===== src/rtl/dff_bist_pkg.sv =====
// Shared types and constants for the DFF BIST checker.
// State encoding, LFSR taps and seed handling.
package dff_bist_pkg;

  typedef enum logic [1:0] {
    S_IDLE,
    S_PRIME,
    S_RUN,
    S_DONE
  } state_t;

  // x^8+x^6+x^5+x^4+1, feedback from bits 7,5,4,3
  localparam logic [7:0] LFSR_TAPS = 8'hB8;
  localparam logic [7:0] DEFAULT_SEED = 8'hA5;

  // An all-zero LFSR never leaves zero, so map it to 1.
  function automatic logic [7:0] fix_seed(
    input logic [7:0] s
  );
    return (s == 8'h00) ? 8'h01 : s;
  endfunction

endpackage


===== src/rtl/lfsr8.sv =====
// 8-bit Fibonacci LFSR, left shifting.
// msb is the current bit, msb_nxt the bit after one shift.
module lfsr8
  import dff_bist_pkg::*;
#(
  parameter logic [7:0] INIT = DEFAULT_SEED
) (
  input  logic       clk,
  input  logic       rst,
  input  logic       load,
  input  logic [7:0] seed,
  input  logic       shift,
  output logic       msb,
  output logic       msb_nxt
);

  logic [7:0] q;
  logic       fb;

  assign fb      = ^(q & LFSR_TAPS);
  assign msb     = q[7];
  assign msb_nxt = q[6];

  // Load has priority over shift; otherwise hold.
  always_ff @(posedge clk or posedge rst) begin
    if (rst) begin
      q <= fix_seed(INIT);
    end else if (load) begin
      q <= fix_seed(seed);
    end else if (shift) begin
      q <= {q[6:0], fb};
    end
  end

endmodule


===== config.mk =====
export PLATFORM = sky130hd
export DESIGN_NAME = lfsr8
export DESIGN_NICKNAME = d
export VERILOG_FILES = /design/src/rtl/dff_bist_pkg.sv /design/src/rtl/lfsr8.sv
export SDC_FILE = /design/constraint.sdc
export NUM_CORES = 1
export LEC_CHECK = 0
export ABC_AREA = 1
export CAP_MARGIN = 20
export CORE_AREA = 2 2 39 41
export CTS_CLUSTER_DIAMETER = 100
export DETAILED_ROUTE_END_ITERATION = 6
export DIE_AREA = 0 0 41 43
export DONT_BUFFER_PORTS = 1
export HOLD_SLACK_MARGIN = 0.1
export PLACE_DENSITY_LB_ADDON = 0.08
export SLEW_MARGIN = 20
export SYNTH_ARGS = -nofsm -noshare
export SYNTH_HDL_FRONTEND = slang
export SYNTH_SLANG_ARGS = --single-unit

===== constraint.sdc =====
create_clock -name clk -period 1.1 [get_ports clk]
set_input_delay 0.275 -clock clk [delete_from_list [all_inputs] [get_ports clk]]
set_output_delay 0.275 -clock clk [all_outputs]
set_load 0.005 [all_outputs]

==> qor.yml, run 1 <==
die:
  die_area_sq_um: 1760
  pin_count: 14
  fp-row-count: 14
  die_y_microns: 43
  start_util_pct: 34.8
  core-area_sq_um: 1380
  dieWidth_microns: 41
sta:
  fin_skew_ns: 0.00180
  fmax_mhz: 857
  period_minus_slack_ns: 1.17
  hold_violations: 0
  finalSetupTns_ns: -0.0801
  min_period_over_period_pct: 106
  tightest_slew_ns: 0.344
  slew-limit-headroom_pct: 77.0
  fin_ws_ns: -0.0665
  rsz0062_at_grt: "true"
  final_max_slew_viol_count: 0
  finalSetupViolCount: 2
setup_path:
  worst_ep_required_time_ns: 0.82
  critPathTopFamily: "flip-flops"
  slowest_delay_ns: 0.54
  path_cells: "buf_6"
  cp_slowest_cell: "dfstp_2"
  critical_path.max_fanout: 2
  path_class: "reg -> out"
  path_buf_inv: 1
  start_kind: "register"
  end_kind: "output pin"
  arrival_ns: 0.89
grt:
  track_usage_pct: 14.4
  antenna_found_initial: 0
  grt_max_degree: 13
  overflow: 0
  grt_pass1_vias: 375
  grt_first_pass_wirelength_microns: 1620
clock_tree:
  clkSlewWorstSetupHoldPaths_ns: 0.06
  cts_tree: "done"
  clockRootBuffer: "clkbuf_4"
  clock_path_buffers: 2
  cts.sinks: 8
  cts_max_level: 1
  insertion_delay_ns: 0.26
  numCtsBuffers: 3
synthesis:
  yosysWarningCount: 0
  synth_top_flop_cell: "dfstp_2"
  synth.most_common_cell: "nand2_1"
  ys_types: 17
  synth_seq_area_share_pct: 42.6
  synthTopCellsByArea: "dfstp_2 (22%), dfrtp_1 (21%), nand2_1 (18%)"
  synthesis.area_sq_um: 482
  synth_top_area_cell: "dfstp_2"
  synth_edf_count: 0
  synth_seq_cells: 8
  synthTopCellsByCount: "nand2_1 (23), inv_1 (8), nand3_1 (8)"
  syn-mean-instance-area_sq_um: 7.30
  syn_inst: 66
  yosys.area.top_type_share_pct: 21.8
  synthArstFlopShare_pct: 100
  syn_nets: 78
placement:
  hpwl_microns: 804
  dpl_cell_area_sq_um: 498
  place_congestion: 0.708
  portBuffers: 0
route:
  wirelength_microns: 1040
  num_vias: 437
  drt_iter0_markers: 6
  vias_per_cell: 4.91
  top_layer: "met3"
  met2_length_microns: 509
  wl_met1_microns: 458
  wl_per_cell_microns: 11.7
  wl_met3_microns: 74
  ant_nets: 0
  drt_pre_antenna_iters: 4
  route.detailed.drc: 0
job:
  cap_violations: 0
layout:
  largest_reg_flops: 8
  layout.nets: 86
  multi_input_area_sq_um: 224
  area_growth_pct: 15.3
  drive_gt1_share_pct: 17.8
  reg_top3: "q: 8 flops"
  n_fill_cell: 152
  seqCellArea_sq_um: 205
  postLayoutCoreUtil_pct: 40.1
  finalInstanceArea_sq_um: 556
  regMostFlops: "q"
  diodes: 0
outcome:
  violations: "setup timing"
  outcome: "complete, but fails checks"
power_and_ir_drop:
  powerDensity_nw_per_um2: 1380
  vdd_drop_max_mv: 0.684
  internal_power_uw: 546
  p_clk_share_pct: 33.3
  power_frac_seq_pct: 47.5
  p_comb_share_pct: 19.2
  p_sw_uw: 218
  p_sw_share_pct: 28.5
  leakagePower_nw: 0.276
worst_hold_path:
  hold_class: "in -> reg"
metal layers:
layer / vias to the layer above / track usage [%]
met4: 0 / 10.0
met2: 15 / 19.1
li1: 227 / -
met1: 195 / 18.0
met5: - / 0
met3: 0 / 6.28
through the flow:
| step | hold WS [ns] | setup WS (ns) | cells | total power, mW |
|---|---|---|---|---|
| 2_1_floorplan | 0.0878 | 0.120 | 66 | 0.475 |
| 3_3_place_gp | 0.135 | 0.0115 | 82 | 0.505 |
| 3_5_place_dp | 0.138 | 0.0152 | 82 | 0.504 |
| 4_1_cts | 0.148 | -0.0756 | 89 | 0.773 |
| 5_1_grt | 0.152 | -0.0990 | 89 | 0.827 |
| 6_report | 0.154 | -0.0665 | 89 | 0.764 |
layout make-up:
| type | count | area share [%] |
|---|---|---|
| repair buffers | 5 | 8.33 |
| flip-flops and latches | 8 | 36.9 |
| multi-input cells | 47 | 40.3 |
| well taps | 16 | 3.60 |
| inverters | 9 | 6.08 |
| clock buffers | 4 | 4.73 |
worst paths after layout:
check	end	cells after the start	start	slack (ns)
min reg2reg	q[0]	2	q[0]	0.47
max reg2reg	q[0]	8	q[7]	-0.01
min	q[2]	2	seed[2]	0.15
max	msb	1	q[7]	-0.07
min in group asynchronous	q[1]	2	rst	0.40
max in group asynchronous	q[2]	2	rst	0.42
layout by cell type (no fill, tap or decap), drive strengths merged:
cell and n:
dfrtp 4, nand3 8, a21oi 1, inv 9, o211ai 3, nand2 23
o21ai 3, dlygate4sd3 2, a31oi 1, buf 3, clkbuf 4, dfstp 4
nor2 5, or2 1, o22ai 2
cell families after synthesis:
| group | synth area share, % |
|---|---|
| buffers and inverters | 10.9 |
| AND/OR/NAND/NOR | 31.4 |
| flip-flops | 42.6 |
| AO/OA/AOI/OAI | 15.1 |
what timing repair did:
action | 4_1_cts | 5_1_grt
resized for setup | 1 | 0
buffers inserted | 1 | 0
pin swaps | 1 | 1
hold buffers | 2 | 0
hold endpoints to repair | 5 | 0
endpoints found under the setup margin | 1 | 2
power groups by stage:
stage	combinational [mW]	sequential, mW	clock [mW]
floorplan	0.108	0.368	0
finish	0.147	0.363	0.254
CTS	0.150	0.364	0.259
global route	0.168	0.369	0.289
detailed placement	0.134	0.370	0
global placement	0.135	0.370	0
Power figures use the tool's default switching activity.
==> inputs of run 2 (changes only) <==
GPL_ROUTABILITY_DRIVEN = 0   (was default)
==> results of run 2 <==
No change in the layout: final DEF, timing and power equal those of run 1.
